### config.mk
export PLATFORM = sky130hd
export DESIGN_NAME = stim_sequencer
export DESIGN_NICKNAME = d
export VERILOG_FILES = /design/src/rtl/stim_sequencer_pkg.sv /design/src/rtl/stim_sequencer_tick_gen.sv /design/src/rtl/stim_sequencer.sv
export SDC_FILE = /design/constraint.sdc
export NUM_CORES = 1
export LEC_CHECK = 0
export BUFFER_PORTS_ARGS = -buffer_cell sky130_fd_sc_hd__buf_2
export CAP_MARGIN = 15
export CORE_MARGIN = 2
export CORE_UTILIZATION = 25
export DETAILED_ROUTE_END_ITERATION = 7
export MAX_ROUTING_LAYER = met4
export SETUP_SLACK_MARGIN = 0.15
export SLEW_MARGIN = 5
export SYNTH_ARGS = -nofsm -noshare
export SYNTH_HDL_FRONTEND = slang
export SYNTH_SLANG_ARGS = --single-unit
### constraint.sdc
create_clock -name clkX4 -period 2.9 [get_ports clkX4]
set_input_delay 0 -clock clkX4 [delete_from_list [all_inputs] [get_ports clkX4]]
set_output_delay 0 -clock clkX4 [all_outputs]
set_load 0.005 [all_outputs]
### src/rtl/stim_sequencer_pkg.sv
// Shared types and helpers for the stimulus sequencer.
// Optional feature macro: STIM_SEQ_LOOP_EN (looped playback).
package stim_sequencer_pkg;

  localparam int NUM_CH_DEF  = 4;
  localparam int NUM_EV_DEF  = 8;
  localparam int DELAY_W_DEF = 16;

  typedef logic [NUM_CH_DEF-1:0]  stim_value_t;
  typedef logic [DELAY_W_DEF-1:0] stim_delay_t;

  typedef struct packed {
    stim_delay_t delay;
    stim_value_t value;
  } stim_event_t;

  typedef enum logic [1:0] {
    ST_IDLE = 2'd0,
    ST_RUN  = 2'd1,
    ST_DONE = 2'd2
  } stim_state_e;

  // Counter width for a modulus, never narrower than one bit.
  function automatic int clog2_min1(input int n);
    return (n > 1) ? $clog2(n) : 1;
  endfunction

endpackage

### src/rtl/stim_sequencer_tick_gen.sv
// Core-cycle tick generator: divides clkX4 by CYC_DIV, with a synchronous clear
// that restarts the tick phase.
module stim_sequencer_tick_gen
  import stim_sequencer_pkg::*;
#(
  parameter int CYC_DIV = 4
) (
  input  logic clk,
  input  logic rst,
  input  logic clr,
  output logic tick
);

  localparam int DIV_W = clog2_min1(CYC_DIV);
  localparam logic [DIV_W-1:0] DIV_LAST = DIV_W'(CYC_DIV - 1);

  logic [DIV_W-1:0] div_cnt;

  always_ff @(posedge clk or negedge rst) begin
    if (!rst) begin
      div_cnt <= '0;
    end else if (clr || div_cnt == DIV_LAST) begin
      div_cnt <= '0;
    end else begin
      div_cnt <= div_cnt + DIV_W'(1);
    end
  end

  assign tick = (div_cnt == DIV_LAST);

endmodule

### src/rtl/stim_sequencer.sv
// Timed stimulus player: replays a {delay, value} table onto outSig, with delays in core-cycle ticks.
// Define STIM_SEQ_LOOP_EN to replay the table continuously until abort.
module stim_sequencer
  import stim_sequencer_pkg::*;
#(
  parameter int                NUM_CH   = 4,
  parameter int                NUM_EV   = 8,
  parameter int                DELAY_W  = 16,
  parameter int                CYC_DIV  = 4,
  parameter int                CNT_W    = 32,
  parameter logic [NUM_CH-1:0] INIT_VAL = '1
) (
  input  logic                      clkX4,
  input  logic                      rst,
  input  logic                      cfgWe,
  input  logic [$clog2(NUM_EV)-1:0] cfgAddr,
  input  logic [DELAY_W-1:0]        cfgDelay,
  input  logic [NUM_CH-1:0]         cfgValue,
  input  logic [$clog2(NUM_EV):0]   cfgLen,
  input  logic                      start,
  input  logic                      abort,
  output logic [NUM_CH-1:0]         outSig,
  output logic                      busy,
  output logic                      done,
  output logic [$clog2(NUM_EV)-1:0] evIndex,
  output logic [CNT_W-1:0]          cycleCount
);

  localparam int IDX_W = $clog2(NUM_EV);
  localparam int LEN_W = IDX_W + 1;

  typedef struct packed {
    logic [DELAY_W-1:0] delay;
    logic [NUM_CH-1:0]  value;
  } ev_t;

  ev_t tbl [NUM_EV];

  stim_state_e        state_q, state_d;
  logic [NUM_CH-1:0]  out_q, out_d;
  logic [IDX_W-1:0]   idx_q, idx_d;
  logic [DELAY_W-1:0] rem_q, rem_d;
  logic [CNT_W-1:0]   cyc_q, cyc_d;
  logic [LEN_W-1:0]   len_q, len_d;
  logic               div_clr;
  logic               tick;
  logic [IDX_W-1:0]   idx_nxt;
  logic               is_last;

  stim_sequencer_tick_gen #(.CYC_DIV(CYC_DIV)) u_tick (
    .clk  (clkX4),
    .rst  (rst),
    .clr  (div_clr),
    .tick (tick)
  );

  // Table is writable only while not playing, so a run never sees a half-edited program.
  always_ff @(posedge clkX4 or negedge rst) begin
    if (!rst) begin
      for (int i = 0; i < NUM_EV; i++) tbl[i] <= '0;
    end else if (cfgWe && state_q != ST_RUN) begin
      tbl[cfgAddr] <= {cfgDelay, cfgValue};
    end
  end

  assign idx_nxt = idx_q + IDX_W'(1);
  assign is_last = ({1'b0, idx_q} == (len_q - LEN_W'(1)));

  always_comb begin
    state_d = state_q;
    out_d   = out_q;
    idx_d   = idx_q;
    rem_d   = rem_q;
    cyc_d   = cyc_q;
    len_d   = len_q;
    div_clr = 1'b0;
    case (state_q)
      ST_IDLE, ST_DONE: begin
        if (abort) begin
          state_d = ST_IDLE;
        end else if (start) begin
          div_clr = 1'b1;
          len_d   = (cfgLen > LEN_W'(NUM_EV)) ? LEN_W'(NUM_EV) : cfgLen;
          idx_d   = '0;
          rem_d   = tbl[0].delay;
          cyc_d   = '0;
          state_d = (cfgLen == '0) ? ST_DONE : ST_RUN;
        end
      end
      ST_RUN: begin
        if (abort) begin
          state_d = ST_IDLE;
        end else if (rem_q != '0) begin
          if (tick) begin
            rem_d = rem_q - DELAY_W'(1);
            cyc_d = (cyc_q == '1) ? cyc_q : cyc_q + CNT_W'(1);
          end
        end else begin
          out_d = tbl[idx_q].value;
          if (is_last) begin
`ifdef STIM_SEQ_LOOP_EN
            // Restart the tick phase so every pass has the same timing as the first.
            idx_d   = '0;
            rem_d   = tbl[0].delay;
            div_clr = 1'b1;
`else
            state_d = ST_DONE;
`endif
          end else begin
            idx_d = idx_nxt;
            rem_d = tbl[idx_nxt].delay;
          end
        end
      end
      default: state_d = ST_IDLE;
    endcase
  end

  always_ff @(posedge clkX4 or negedge rst) begin
    if (!rst) begin
      state_q <= ST_IDLE;
    end else begin
      state_q <= state_d;
    end
  end

  always_ff @(posedge clkX4 or negedge rst) begin
    if (!rst) begin
      out_q <= INIT_VAL;
      idx_q <= '0;
      rem_q <= '0;
      cyc_q <= '0;
      len_q <= '0;
    end else begin
      out_q <= out_d;
      idx_q <= idx_d;
      rem_q <= rem_d;
      cyc_q <= cyc_d;
      len_q <= len_d;
    end
  end

  // busy/done together decode the full FSM state (neither set = IDLE).
  assign outSig     = out_q;
  assign busy       = (state_q == ST_RUN);
  assign done       = (state_q == ST_DONE);
  assign evIndex    = idx_q;
  assign cycleCount = cyc_q;

endmodule
After elaboration in Yosys (flattened, before gate mapping)

Cells that the tools add are included.

Add/sub/neg operators: 5
Magnitude comparators: 5
Equal/unequal tests: 19
Mux-type cells: 41
Bitwise gates (word level): 5
Reductions and logical operators: 14

Operators with widths:

| kind                  | count |
|---|---|
| $mux 32               | 6 |
| $bwmux 160            | 1 |
| $bmux 20 s3           | 2 |
| $mux 16               | 6 |
| $pmux 32 s2           | 1 |
| $demux 20 s3          | 1 |
| $mux 20               | 3 |
| $add 32x1->32 const B | 1 |
| $eq 32x32->1 const B  | 1 |
| $pmux 16 s2           | 1 |
| $reduce_bool 16->1    | 1 |
| $sub 16x1->16 const B | 1 |
| $mux 3                | 5 |
| $mux 2                | 7 |
| $ge 4x4->1 const B    | 3 |
| $mux 4                | 3 |
| $ne 2x2->1 const B    | 6 |
| $not 3->4             | 3 |
| $reduce_and 6->1      | 2 |
| $ne 3x3->1 const B    | 3 |
| $reduce_and 3->1      | 3 |
| $reduce_and 7->1      | 1 |
| $ne 2x1->1 const B    | 3 |
| $ne 3x2->1 const B    | 2 |
| 18 further kinds      | 23 |

Bits in registers: 223
Bits of input ports: 32
Output and inout bits: 41
Word-level logic and storage cells: 112

Longest topological paths before layout

Gate-level depths: netlist (run 1).

Word-level depth: 9
Depth in mapped cells: 11
Gate-level depth less buffers: 8

Modules after synthesis

From an unflattened synthesis (run 1), not the netlist that was laid out.

Cell total of the unflattened synthesis: 863
Area, all modules: 10961.8 µm²

By module, submodules not included:

| module                  | instances | cells an instance | area each (µm²) | sequential area each (µm²) |
|---|---|---|---|---|
| stim_sequencer          | 1         | 858               | 10876.7         | 5535.3 |
| stim_sequencer_tick_gen | 1         | 5                 | 85.1            | 50.0 |

Worst setup path after synthesis (run 1)

OpenSTA, ideal clock, no wires.

Kind: register to register
From: reg rem_q[10]
To: reg cyc_q[0] (netlist: cycleCount[0])
Arrival: 2.518 ns
Setup slack: 0.257 ns
Cell stages (with the launch flop): 9
Path buffers: 3
Clock period less this slack: 2.643 ns
Cells stage by stage: dfrtp_1 buf_6 or4_1 buf_2 or4_1 buf_4 a31o_2 nand2_1 mux2_2

Longest elaborated chain between the ends: 3

RTL lines:

| what                              | line                  | source |
|---|---|---|
| start, declared                   | stim_sequencer.sv:42  | `logic [DELAY_W-1:0] rem_q, rem_d;` |
| start signal, assigned            | stim_sequencer.sv:137 | `rem_q <= rem_d;` |
| $reduce_bool 16->1                | stim_sequencer.sv:93  | `end else if (rem_q != '0) begin` |
| $ne 2x1->1 (no source line)       | --                    |  |
| $reduce_and 7->1 (no source line) | --                    |  |
| end signal, assigned              | stim_sequencer.sv:138 | `cyc_q <= cyc_d;` |
| end, declared                     | stim_sequencer.sv:43  | `logic [CNT_W-1:0] cyc_q, cyc_d;` |

No other way between the ends.
A chain may end at the register's enable or synchronous reset.

Worst setup path after layout (run 1)

From: reg rem_q[1]
To: reg rem_q[9]

Longest elaborated chain between the ends: 5
Elaborated cells between the ends (all ways): 9

RTL lines:

| what          | line                 | source |
|---|---|---|
| $sub 16x1->16 | stim_sequencer.sv:95 | `rem_d = rem_q - DELAY_W'(1);` |
| $mux 16       | stim_sequencer.sv:94 | `if (tick) begin` |
| $mux 16       | stim_sequencer.sv:93 |  |
| $mux 16       | stim_sequencer.sv:91 | `if (abort) begin` |
| $pmux 16 s2   | stim_sequencer.sv:77 | `case (state_q)` |

Several ways; a longest one is shown, not always the timed one. The select of a mux whose other input is x is not followed.

==> results of run 1 <==
==> sequential cells by signal, indices dropped and copies added, names as in the netlist <==
signal	flops
cycleCount	32
evIndex	3
len_q	4
outSig	4
rem_q	16
state_q	2
tbl	160
u_tick.div_cnt	2
==> area by class of cell <==
type,instances,area share (%)
flip-flops and latches,223,41.88
multi-input cells,579,38.17
repair buffers,143,7.680
well taps,585,5.486
clock buffers,34,5.251
clock inverters,10,1.191
inverters,11,0.3095
diodes,2,0.03751
==> power breakdown <==
part           internal [mW]  total [mW]  switching [mW]  leakage, nW
combinational           1.00        1.76           0.758         2.33
clock                   1.97        3.28            1.31        0.412
sequential              3.81        4.24           0.422         2.76
==> per-layer routing <==
layer,vias to the layer above,GRT usage (%)
met2,174,18.83
met1,3795,17.23
met4,0,2.122
li1,3444,-
met3,34,1.920
met5,-,-
==> placed cells by master, fill, tap and decap left out, drive strengths merged, types with 8 or more instances in the layout <==
master       count
nand3           19
nand2           41
o21ai           35
a21oi           21
nand3b           8
xnor2           12
inv             12
xor2            19
nand4           19
and3             8
clkbuf          34
nor3            23
mux2           165
nor2            61
buf            114
nor4            11
mux4            38
mux2i           18
dlygate4sd3     29
dfrtp          219
==> synth_stat cells (4+ instances only) <==
master / count / area, um2
a211oi_1: 6 / 45.04
a21oi_1: 21 / 105.1
a31oi_1: 6 / 37.54
and3_1: 8 / 50.05
buf_2: 7 / 35.03
buf_6: 4 / 45.04
clkbuf_1: 34 / 127.6
dfrtp_1: 219 / 5480
dfstp_2: 4 / 105.1
ha_1: 6 / 75.07
inv_1: 11 / 41.29
mux2_2: 165 / 1858
mux2i_1: 18 / 180.2
mux4_2: 38 / 855.8
nand2_1: 41 / 153.9
nand3_1: 19 / 95.09
nand3b_1: 8 / 60.06
nand4_1: 19 / 118.9
nor2_1: 61 / 229.0
nor3_1: 21 / 105.1
nor3b_1: 7 / 52.55
nor4_1: 10 / 62.56
o211ai_1: 4 / 30.03
o21ai_0: 33 / 165.2
o2bb2ai_1: 4 / 35.03
or3_1: 5 / 31.28
or4_1: 6 / 45.04
xnor2_1: 12 / 105.1
xor2_1: 19 / 166.4
==> through the flow <==
stage | worst slack, ps | util [%] | hold WS (ps)
after CTS | 184.4 | 30.91 | 86.74
after detailed placement | 56.93 | 28.21 | 79.27
after global routing | 137.0 | 31.04 | 129.1
after floorplan | 256.9 | - | -295.6
after global placement | 127.9 | 28.21 | 66.19
final | 231.1 | 31.04 | 89.09
==> logic make-up (layout without fill, tap and decap cells) <==
logic type | count (synthesis) | in the layout | synth area share [%]
AO/OA/AOI/OAI | 100 | 100 | 6.014
adder cells (fa/ha/maj) | 6 | 6 | 0.6899
other | 0 | 2 | 0
AND/OR/NAND/NOR | 221 | 221 | 10.45
buffers and inverters | 59 | 198 | 2.426
XOR/XNOR | 31 | 31 | 2.495
multiplexers | 221 | 221 | 26.60
flip-flops | 223 | 223 | 51.33
==> worst max-delay path by stage <==
stage / from / endpoint / slack (ps) / depth (start not counted)
2_1_floorplan: rem_q[10]$_DFFE_PN0P_ / cycleCount[0]$_DFFE_PN0P_ / 260 / 8
3_3_place_gp: rem_q[1]$_DFFE_PN0P_ / rem_q[10]$_DFFE_PN0P_ / 130 / 8
3_5_place_dp: rem_q[1]$_DFFE_PN0P_ / rem_q[9]$_DFFE_PN0P_ / 60 / 8
4_1_cts: rem_q[1]$_DFFE_PN0P_ / rem_q[13]$_DFFE_PN0P_ / 180 / 8
5_1_grt: rem_q[1]$_DFFE_PN0P_ / rem_q[10]$_DFFE_PN0P_ / 140 / 8
6_report: rem_q[1]$_DFFE_PN0P_ / rem_q[9]$_DFFE_PN0P_ / 230 / 8
==> critical path, stage by stage, from the launching register on <==
cell and delay [ps]:
dfrtp_1 420, inv_1 100, ha_1 140, or3b_2 510, or4_4 590, a31oi_4 230
o21a_4 290, nor2_1 80, o22a_1 190
==> timing repair <==
item / in CTS / in global routing
setup endpoints to repair: 13 / 15
hold buffers: 29 / 0
pin swaps: 0 / 2
hold endpoints to repair: 259 / 0
gates resized for setup: 2 / 8
buffers inserted: 0 / 2
==> run summary, run 1 <==
Overflow left after global routing = 0
CTS tree = done
Worst endpoint data arrival time = 3090 ps
Power per cell area = 695.3 mW/mm2
Initial antenna violation count = 2
Vias after detailed routing = 7447
Reg2Reg Setup Slack = 230 ps
Layout area overhead = 22.62%
Initial cell density of the core = 25.32%
WS Path Type = reg2reg
Final Hold Viols = 0
Clock transition at path regs = 60 ps
Placer congestion estimate = 0.9017
DIE HEIGHT = 212.6 um
Final nets = 1022
Status = complete, no violations
Max-Cap Viols = 0
Final min period = 2669 ps
Mapped Cells = 861
Routed met1 length = 12740 um
Hold Path Class = in2async
Remaining DRCs = 0
Clk sinks = 223
Multi-input gate area = 0.005092 mm2
Post-Route WL = 26630 um
Share of layout cells above drive strength 1 = 38.20%
Vias in the first global route = 7619
Placed insts = 1510
Die Span X = 212.6 um
CTS root buffer = clkbuf_16
Vias per std cell = 4.693
Hpwl dp = 17870 um
CP endpoint kind = flop
Largest net degree at the start of global routing = 92
Row Count = 76
RSZ-0062 raised after global routing = yes
Core Area = 0.04298 mm2
Global-route wire length before repair = 42950 um
Max Fclk = 0.3747 GHz
Avg WL per Cell = 16.78 um
Relative slew slack = 46.84%
Syn nets = 899
Syn Area/Cell = 12.64 um2
FF-to-FF Start = rem_q[1]$_DFFE_PN0P_
Clk buf depth = 3
Metal3 WL = 1365 um
CP Data Required Time = 3330 ps
Finished Layout Cells = 1587
Max-slew violations = 0
Fin area = 0.01334 mm2
H-tree depth = 1
Overall power = 9.278 mW
Register area = 0.005588 mm2
IO Pins = 73
Depth of the worst register-to-register path = 8
Register area share after synthesis = 51.33%
Worst skew pair latency = 550 ps
Fin crit share = 92.03%
Reg2reg end = rem_q[9]$_DFFE_PN0P_
Max Used Layer = met4
Antenna viol nets, final = 0
# setup viols final = 0
Netlist cell types = 61
Worst Skew = 21.83 ps
Slew @ Worst Pin = 790.0 ps
Die area = 0.04521 mm2
Post-synth EDFFs = 0
Synth warn = 0
Total CTS buffers = 26
DR pass1 iterations = 5
Fraction of registers with async set/reset = 100.0%
Placed Instance Area = 0.01213 mm2
Top_reg_cell synth = dfrtp_1
#FFs+latches synth = 223
Total GRT Usage = 12.23%
Iter 0 DRT Violations = 602
Worst Path Max Fanout = 21
Worst IR Drop VDD = 0.0004445 V
Mapped Area = 0.01088 mm2
Final setup TNS = 0 ps
Port-buffer cells = 72
Worst setup SP type = flop
Met2 wire length = 12120 um
LEAKAGE = 5.507 nW
Filler instances = 4363
Power figures use the tool's default switching activity.
==> inputs of run 2 (changes only) <==
==> constraint.sdc (replaced) <==
create_clock -name clkX4 -period 2.9 [get_ports clkX4]
set_input_delay 0.58 -clock clkX4 [delete_from_list [all_inputs] [get_ports clkX4]]
set_output_delay 0.58 -clock clkX4 [all_outputs]
set_load 0.005 [all_outputs]
==> run 2 against run 1 <==
Non-clock buffer count fell by 24. Die area did not move. Clock power rose by 9.8%. Combinational power fell by 3%. Worst setup slack improved by 26 ps. Sequential power barely moved. Wire length rose by 0.20%. Worst hold slack got worse by 34 ps. Cell area fell by 1.3%.
==> run summary, run 2 (synthesis gave the netlist of run 1 again) <==
Status = complete, no violations
CTS root buffer = clkbuf_16
Final min period = 2643 ps
CTS Hold Buffers Added = 0
Reg2reg end = cycleCount[0]$_DFFE_PN0P_
LEAKAGE = 5.457 nW
Relative slew slack = 53.31%
Initial antenna violation count = 1
CP cell instances = inv_1, ha_1, or3b_4, or4_4, buf_4, a31o_4, nand2_2, mux2_2
Register area = 0.005587 mm2
Slowest stage delay, CP = 560 ps
Reg2Reg Setup Slack = 260 ps
DIE HEIGHT = 212.6 um
Die area = 0.04521 mm2
Worst setup SP type = flop
Largest net degree at the start of global routing = 86
Worst IR Drop VDD = 0.0004392 V
Vias after detailed routing = 7399
Max-slew violations = 0
Most flop-heavy register = tbl
Max Fclk = 0.3784 GHz
Placer congestion estimate = 0.8940
DR pass1 iterations = 4
CP endpoint = cycleCount[0]$_DFFE_PN0P_
Hold Path Class = in2async
Part of the power in combinational logic = 17.9%
Avg WL per Cell = 17.06 um
Vias in the first global route = 7707
Filler instances = 4401
H-tree depth = 1
Core Area = 0.04298 mm2
Switching share of power = 25.60%
Worst Path Max Fanout = 8
Iter 0 DRT Violations = 589
Cell-internal power = 7.101 mW
Share of layout cells above drive strength 1 = 39.78%
Depth of the worst register-to-register path = 8
Slowest cell on the critical path = or4_4
RSZ-0062 raised after global routing = no
Power per cell area = 725.1 mW/mm2
CTS tree = done
Max reg flops = 160
Clk buf depth = 3
Fin crit share = 91.14%
CP endpoint kind = flop
Die Span X = 212.6 um
Row Count = 76
Final Hold Viols = 0
Hpwl dp = 18060 um
WP depth = 8
Worst Skew = 12.42 ps
Clock transition at path regs = 60 ps
Worst endpoint data arrival time = 3050 ps
Buffers and inverters on the worst path = 2
Post-Route WL = 26690 um
Final setup TNS = 0 ps
Antenna viol nets, final = 0
FF-to-FF Start = rem_q[0]$_DFFE_PN0P_
Total GRT Usage = 12.42%
Slew @ Worst Pin = 694.0 ps
Vias per std cell = 4.731
Reg power frac = 44.3%
Final nets = 997
Overflow left after global routing = 0
Worst Setup SP = rem_q[0]$_DFFE_PN0P_
Commonest non-fill, non-tap cells in the layout = dfrtp_1 (218), mux2_2 (165), buf_2 (71)
Worst skew pair latency = 530 ps
Total CTS buffers = 25
Layout area overhead = 20.97%
Clk sinks = 223
# setup viols final = 0
Delay-heaviest family, CP = simple AND/OR/NAND/NOR gates
Port-buffer cells = 72
WS Path Type = reg2reg
IO Pins = 73
P_sw = 2.444 mW
Most common cell after layout, fill and taps aside = dfrtp_1
Max-Cap Viols = 0
Post-layout util = 30.63%
Global-route wire length before repair = 43540 um
Initial cell density of the core = 25.32%
Remaining DRCs = 0
Clock network power share = 37.7%
CP Data Required Time = 3300 ps
Multi-input gate area = 0.005097 mm2
-- run 2: cell count changes in the layout (fill, tap and decap cells not counted), sizes merged --
cell,previous run,this run
dlygate4sd3,29,0
buf,114,119
bufinv,3,7
clkinv,4,2
clkbuf,34,35
clkinvlp,2,1
diode,2,1
-- run 2: timing repair --
action,4_1_cts,5_1_grt
setup buffers,2,0
endpoints found under the setup margin,16,10
gates resized for setup,3,6
pin swaps,1,0
-- run 2: worst min-delay path by stage --
stage                                     start                           to  slack (ps)  cells after the start
global placement    u_tick.div_cnt[0]$_DFF_PN0_  u_tick.div_cnt[0]$_DFF_PN0_         430                      1
floorplan                                   rst    cycleCount[0]$_DFFE_PN0P_         280                      0
finish                                      rst          tbl[60]$_DFFE_PN0P_          50                      1
global route                                rst          tbl[60]$_DFFE_PN0P_         110                      1
CTS                                         rst         tbl[104]$_DFFE_PN0P_          90                      1
detailed placement  u_tick.div_cnt[0]$_DFF_PN0_  u_tick.div_cnt[0]$_DFF_PN0_         440                      1
-- run 2: area by class of cell --
class / count / area share [%]
Clock inverter: 11 / 1.796
Tap cell: 585 / 5.560
Inverter: 11 / 0.3137
Sequential cell: 223 / 42.44
Clock buffer: 35 / 5.342
Timing Repair Buffer: 119 / 5.807
Multi-Input combinational cell: 579 / 38.72
Antenna cell: 1 / 0.01901
-- run 2: per-stage QoR --
stage | hold slack, ps | std cells | worst slack, ps | cell area, um2 | power [mW]
2_1_floorplan | 284.4 | 861 | 256.9 | 10880 | 5.408
3_3_place_gp | 429.5 | 1515 | 120.3 | 12160 | 5.895
3_5_place_dp | 440.9 | 1515 | 37.71 | 12160 | 5.989
4_1_cts | 92.05 | 1563 | 185.0 | 13130 | 9.640
5_1_grt | 112.7 | 1564 | 165.5 | 13160 | 10.04
6_report | 54.78 | 1564 | 257.0 | 13160 | 9.545
-- run 2: layer usage --
| layer | vias to the layer above | wire length [um] | global-route usage (%) |
|---|---|---|---|
| met5 | - | 0 | - |
| li1 | 3398 | - | - |
| met3 | 23 | 1322 | 2.260 |
| met4 | 0 | 364 | 2.170 |
| met2 | 155 | 12070 | 18.97 |
| met1 | 3823 | 12920 | 17.43 |
-- run 2: power by group through the flow --
stage	combinational, mW	sequential, mW	clock (mW)
global route	1.89	4.34	3.81
CTS	1.72	4.23	3.69
global placement	1.66	4.24	0
floorplan	1.27	4.14	0
detailed placement	1.71	4.28	0
finish	1.71	4.23	3.60
